$ cat src/rtl/id_ex_stage_pkg.sv
// Shared pipeline types for the decode/execute boundary.
// The decoder and this stage both rely on CTRL_W and on the ID/EX register layout.
package id_ex_stage_pkg;

  localparam int CTRL_W = 16;

  typedef logic [31:0] u32_t;
  typedef logic [4:0]  regaddr_t;

  typedef struct packed {
    logic              valid;
    regaddr_t          ra_addr;
    regaddr_t          rb_addr;
    regaddr_t          rd_addr;
    u32_t              ra_data;
    u32_t              rb_data;
    u32_t              imm;
    logic [CTRL_W-1:0] ctrl;
    logic              is_load;
  } id_ex_t;

  // An all-zero register is a bubble: valid=0 and rd=0, so it never matches a live source.
  localparam id_ex_t ID_EX_BUBBLE = '0;

endpackage

$ cat src/rtl/id_ex_stage_hazard_detect.sv
// Combinational load-use interlock and IF/ID stall generation.
module hazard_detect
  import id_ex_stage_pkg::*;
(
  input  logic     id_valid,
  input  regaddr_t id_ra_addr,
  input  regaddr_t id_rb_addr,
  input  logic     ex_valid,
  input  logic     ex_is_load,
  input  regaddr_t ex_rd_addr,
  input  logic     ex_redirect,
  input  logic     mem_busy,
  output logic     load_use,
  output logic     stall_if_id
);

  logic src_match;

  assign src_match = (ex_rd_addr == id_ra_addr) || (ex_rd_addr == id_rb_addr);

  // r0 is never written, so a load targeting it cannot create a dependency.
  assign load_use = id_valid && ex_valid && ex_is_load && (ex_rd_addr != '0) && src_match;

  // A redirect discards the ID instruction upstream, so the interlock is moot.
  assign stall_if_id = mem_busy || (load_use && !ex_redirect);

endmodule

$ cat src/rtl/id_ex_stage.sv
// ID/EX pipeline register with load-use bubble insertion, flush on redirect,
// freeze on MEM back-pressure and a saturating load-use bubble counter.
module id_ex_stage
  import id_ex_stage_pkg::*;
#(
  parameter int CNT_W = 32
) (
  input  logic              clk,
  input  logic              rst,
  input  logic              id_valid,
  input  regaddr_t          id_ra_addr,
  input  regaddr_t          id_rb_addr,
  input  regaddr_t          id_rd_addr,
  input  u32_t              id_ra_data,
  input  u32_t              id_rb_data,
  input  u32_t              id_imm,
  input  logic [CTRL_W-1:0] id_ctrl,
  input  logic              id_is_load,
  input  logic              ex_redirect,
  input  logic              mem_busy,
  output logic              stall_if_id,
  output logic              valid_id_ex,
  output regaddr_t          ra_addr_id_ex,
  output regaddr_t          rb_addr_id_ex,
  output regaddr_t          rd_addr_id_ex,
  output u32_t              ra_data_id_ex,
  output u32_t              rb_data_id_ex,
  output u32_t              imm_id_ex,
  output logic [CTRL_W-1:0] ctrl_id_ex,
  output logic              is_load_id_ex,
  output logic [CNT_W-1:0]  lu_bubble_cnt
);

  id_ex_t            stage_reg;
  id_ex_t            capture_next;
  logic [CNT_W-1:0]  cnt_reg;
  logic              load_use;

  hazard_detect u_hazard_detect (
    .id_valid    (id_valid),
    .id_ra_addr  (id_ra_addr),
    .id_rb_addr  (id_rb_addr),
    .ex_valid    (stage_reg.valid),
    .ex_is_load  (stage_reg.is_load),
    .ex_rd_addr  (stage_reg.rd_addr),
    .ex_redirect (ex_redirect),
    .mem_busy    (mem_busy),
    .load_use    (load_use),
    .stall_if_id (stall_if_id)
  );

  // An empty ID slot is captured as a full bubble so stale fields never reach EX.
  always_comb begin
    capture_next = ID_EX_BUBBLE;
    if (id_valid) begin
      capture_next.valid   = 1'b1;
      capture_next.ra_addr = id_ra_addr;
      capture_next.rb_addr = id_rb_addr;
      capture_next.rd_addr = id_rd_addr;
      capture_next.ra_data = id_ra_data;
      capture_next.rb_data = id_rb_data;
      capture_next.imm     = id_imm;
      capture_next.ctrl    = id_ctrl;
      capture_next.is_load = id_is_load;
    end
  end

  always_ff @(posedge clk) begin
    if (rst) begin
      stage_reg <= ID_EX_BUBBLE;
      cnt_reg   <= '0;
    end else if (mem_busy) begin
      stage_reg <= stage_reg;
    end else if (ex_redirect) begin
      stage_reg <= ID_EX_BUBBLE;
    end else if (load_use) begin
      stage_reg <= ID_EX_BUBBLE;
      if (cnt_reg != '1) begin
        cnt_reg <= cnt_reg + CNT_W'(1);
      end
    end else begin
      stage_reg <= capture_next;
    end
  end

  assign valid_id_ex   = stage_reg.valid;
  assign ra_addr_id_ex = stage_reg.ra_addr;
  assign rb_addr_id_ex = stage_reg.rb_addr;
  assign rd_addr_id_ex = stage_reg.rd_addr;
  assign ra_data_id_ex = stage_reg.ra_data;
  assign rb_data_id_ex = stage_reg.rb_data;
  assign imm_id_ex     = stage_reg.imm;
  assign ctrl_id_ex    = stage_reg.ctrl;
  assign is_load_id_ex = stage_reg.is_load;
  assign lu_bubble_cnt = cnt_reg;

endmodule

$ cat config.mk
export PLATFORM = sky130hd
export DESIGN_NAME = id_ex_stage
export DESIGN_NICKNAME = d
export VERILOG_FILES = /design/src/rtl/id_ex_stage_pkg.sv /design/src/rtl/id_ex_stage_hazard_detect.sv /design/src/rtl/id_ex_stage.sv
export SDC_FILE = /design/constraint.sdc
export NUM_CORES = 1
export LEC_CHECK = 0
export ABC_CLOCK_PERIOD_IN_PS = 2000
export CAP_MARGIN = 5
export CORE_ASPECT_RATIO = 1.2
export CORE_MARGIN = 2
export CORE_UTILIZATION = 36
export DETAILED_ROUTE_END_ITERATION = 16
export PLACE_DENSITY = 0.77
export SETUP_SLACK_MARGIN = 0.3
export SLEW_MARGIN = 20
export SYNTH_ARGS = -nofsm -noshare
export SYNTH_HDL_FRONTEND = slang
export SYNTH_SLANG_ARGS = --single-unit
$ cat constraint.sdc
create_clock -name clk -period 2 [get_ports clk]
set_input_delay 0.3 -clock clk [delete_from_list [all_inputs] [get_ports clk]]
set_output_delay 0.3 -clock clk [all_outputs]
set_load 0.02 [all_outputs]
==> results.sh <==
export IMPL_async_flop_share_pct=0
export IMPL_avgSynthCellArea_um2=11.0
export IMPL_numCtsBuffers=17
export IMPL_fin_crit_ns=1.98
export IMPL_tns_ns=0
export IMPL_drv_cap=0
export IMPL_wl_per_cell_um=21.0
export IMPL_cts_buffer_depth=2
export IMPL_firstDrtPassIters=5
export IMPL_num_rows=50
export IMPL_hold_viol=0
export IMPL_place_congestion=0.846
export IMPL_ys_seq_area_share_pct=56.4
export IMPL_grt_max_degree=55
export IMPL_maxSlewHeadroom_pct=78.1
export IMPL_drc=0
export IMPL_leakage_nw=6.46
export IMPL_overflow=0
export IMPL_grt_antenna_before_repair=0
export IMPL_finalCritPeriodShare_pct=99.0
export IMPL_cts_hold_buf=0
export IMPL_rsz0062_at_grt="yes"
export IMPL_drt_iter0_markers=343
export IMPL_fin_skew_ns=0.00991
export IMPL_utilization_pct=70.3
export IMPL_die_w_um=119
export IMPL_grt_pass1_vias=5759
export IMPL_insertedDiodeCount=0
export IMPL_ys_warn_count=0
export IMPL_vias=5878
export IMPL_cp_end_kind="flop"
export IMPL_startpoint="rd_addr_id_ex[4]$_SDFFE_PP0N_"
export IMPL_synthDistinctLibCells=40
export IMPL_synth_area_leaders="dfxtp_1 56%, a22o_1 20%, a21oi_1 2.0%, xnor2_1 1.5%, buf_2 1.5%"
export IMPL_ir_worst_vdd_v=0.000542
export IMPL_synth_edf_count=0
export IMPL_clockRootBuffer="clkbuf_16"
export IMPL_clk_pin_slew_ns=0.07
export IMPL_worstSkewPairLatency_ns=0.43
export IMPL_area_growth_pct=91.9
export IMPL_portBuffers=294
export IMPL_reg2reg_slack_ns=0.02
export IMPL_ys_ff_latch=161
export IMPL_syn_cell_area_mm2=0.00571
export IMPL_finalSetupViolations=0
export IMPL_grt_pass1_wl_um=32300
export IMPL_start_util_pct=36.7
export IMPL_netlist_area_leader_share_pct=56.4
export IMPL_via_per_inst=5.37
export IMPL_htree_num_levels=4
export IMPL_path_class="reg2reg"
export IMPL_drv_slew=0
export IMPL_ys_flop_type="dfxtp_1"
export IMPL_arrival_ns=2.29
export IMPL_syn_inst=520
export IMPL_dp_hpwl_um=14000
export IMPL_timing_fmax_mhz=505
export IMPL_crit_required_ns=2.31
export IMPL_path_max_fanout=7
export IMPL_outcome="finished clean"
export IMPL_hold_path_class="in2reg"
export IMPL_antenna_left=0
export IMPL_grt_use_total_pct=24.5
export IMPL_cts_tree="done"
export IMPL_yosysTopAreaCell="dfxtp_1"
export IMPL_min_from="id_ra_addr[3]"
export IMPL_io_pins=295
export IMPL_dieArea_mm2=0.0169
export IMPL_reg2reg_depth=9
export IMPL_whs_path_depth=2
export IMPL_die_y_um=142
export IMPL_timing_rr_start="rd_addr_id_ex[4]$_SDFFE_PP0N_"
export IMPL_cp_start_kind="flop"
export IMPL_nets=1007
export IMPL_syn_nets=654
export IMPL_drive_gt1_share_pct=20.3
export IMPL_coreArea_mm2=0.0156
export IMPL_clock_sinks=161
export IMPL_holdPathEnd="ra_addr_id_ex[3]$_SDFFE_PP0N_"
export IMPL_p_per_area_mw_per_mm2=664
export IMPL_wl_um=22900
export IMPL_r2r_end="rd_addr_id_ex[0]$_SDFFE_PP0N_"
export IMPL_worstMarginPinSlew_ns=0.326
## placed cells by master (no fill, tap or decap), types with 3 or more instances in the layout
master	n
nand2_1	17
nand3_1	14
dlymetal6s2s_1	136
clkbuf_16	22
nand4_1	6
dfxtp_2	4
buf_16	10
or3_1	12
dfxtp_1	139
o31ai_1	9
nor2_1	17
or4_1	8
dfxtp_4	18
mux2_2	4
nor3_4	4
o21ai_0	6
a22o_1	128
clkdlybuf4s50_1	153
xnor2_1	5
a21oi_2	3
xnor2_2	5
mux2_1	5
buf_4	51
a21oi_1	20
nand3_4	5
nor2b_1	9
buf_12	6
dlygate4sd2_1	4
and4b_4	3
o21ai_1	7
inv_6	6
nor4_2	3
inv_1	5
buf_6	5
nand2_2	4
nor3_2	4
## how the worst max path moves through the flow
stage	to	slack, ns
3_3_place_gp	stall_if_id	-0.41
6_report	rd_addr_id_ex[0]$_SDFFE_PP0N_	0.02
3_5_place_dp	lu_bubble_cnt[22]$_SDFFE_PP0P_	-0.43
5_1_grt	rd_addr_id_ex[0]$_SDFFE_PP0N_	-0.04
2_1_floorplan	lu_bubble_cnt[16]$_SDFFE_PP0P_	0.16
4_1_cts	stall_if_id	0.04
## worst max-delay path, cell delays in order (launching register included)
cell and delay (ns):
dfxtp_4 0.36, xnor2_2 0.13, nand3_1 0.09, o22ai_2 0.22, nand2_1 0.10, buf_4 0.16
and4b_4 0.28, buf_12 0.16, buf_16 0.13, a22o_1 0.23
## cell usage after synthesis, types with 2 or more instances
master,n
mux2_1,6
nor2_1,17
o21ai_0,8
buf_2,17
clkbuf_1,20
and4_1,2
o31ai_1,9
nor4_1,4
nor3_1,6
dfxtp_1,161
o21ai_1,5
nand3_2,2
nand3_1,17
nor2b_1,10
or3_1,12
mux2_2,4
and3_1,3
nand2_1,20
a22o_1,128
nand4_1,6
xnor2_1,10
a21oi_1,23
or4_1,9
inv_1,5
## metal layers
layer | GRT usage (%) | part of all wire, % | vias to the layer above
li1 | - | - | 2692
met1 | 26.9 | 38 | 2869
met2 | 44.1 | 52 | 255
met3 | 5.57 | 5.8 | 62
met4 | 12.2 | 4.5 | 0
met5 | 0 | 0 | -
## state kept, by name, summed over array words and instances, names as in the netlist
signal	cells
imm_id_ex	32
lu_bubble_cnt	32
ra_data_id_ex	32
rb_data_id_ex	32
ctrl_id_ex	16
ra_addr_id_ex	5
rb_addr_id_ex	5
rd_addr_id_ex	5
is_load_id_ex	1
valid_id_ex	1
## what timing repair did
action | CTS | global route
resized for setup | 44 | 155
pin swaps | 11 | 1
setup buffers | 8 | 7
cloned | 10 | 9
endpoints found under the setup margin | 259 | 308
## power by group
part | internal (mW) | switching, mW | leakage [nW]
clock | 1.79 | 1.42 | 0.280
sequential | 3.25 | 0.0375 | 1.32
combinational | 0.462 | 0.317 | 4.86
total | 5.50 | 1.77 | 6.46
## area by class of cell
type / instances / area, um^2
Clock buffer: 19 / 443
Clock inverter: 13 / 138
Multi-Input combinational cell: 317 / 2560
Tap cell: 208 / 260
Sequential cell: 161 / 3300
Fill cell: 1028 / 4620
Timing Repair Buffer: 371 / 4240
Inverter: 5 / 18.8
## cell families (layout without fill, tap and decap cells)
logic type | count (synthesis) | after routing | synth area share [%]
AOI/OAI and AO/OA | 176 | 176 | 24.5
DFF | 161 | 161 | 56.4
and+or+nand+nor | 118 | 120 | 11.9
buffers and inverters | 44 | 408 | 3.46
xor gates and xnor gates | 10 | 10 | 1.53
muxes | 10 | 10 | 1.97
adders and majority gates | 1 | 1 | 0.219
## per-stage QoR
step / total power, mW / hold slack, ns / instances / setup slack (ns) / area, um^2
final: 7.28 / 0.328 / 1094 / 0.0203 / 11000
after global routing: 7.51 / 0.309 / 1094 / -0.0364 / 11000
after CTS: 7.30 / 0.303 / 1078 / 0.0375 / 10300
after detailed placement: 4.05 / 0.454 / 1028 / -0.427 / 9270
after global placement: 4.04 / 0.455 / 1028 / -0.409 / 9270
after floorplan: 3.60 / 0.432 / 520 / 0.165 / 5940
No activity file was read; power rests on OpenSTA's default activity.
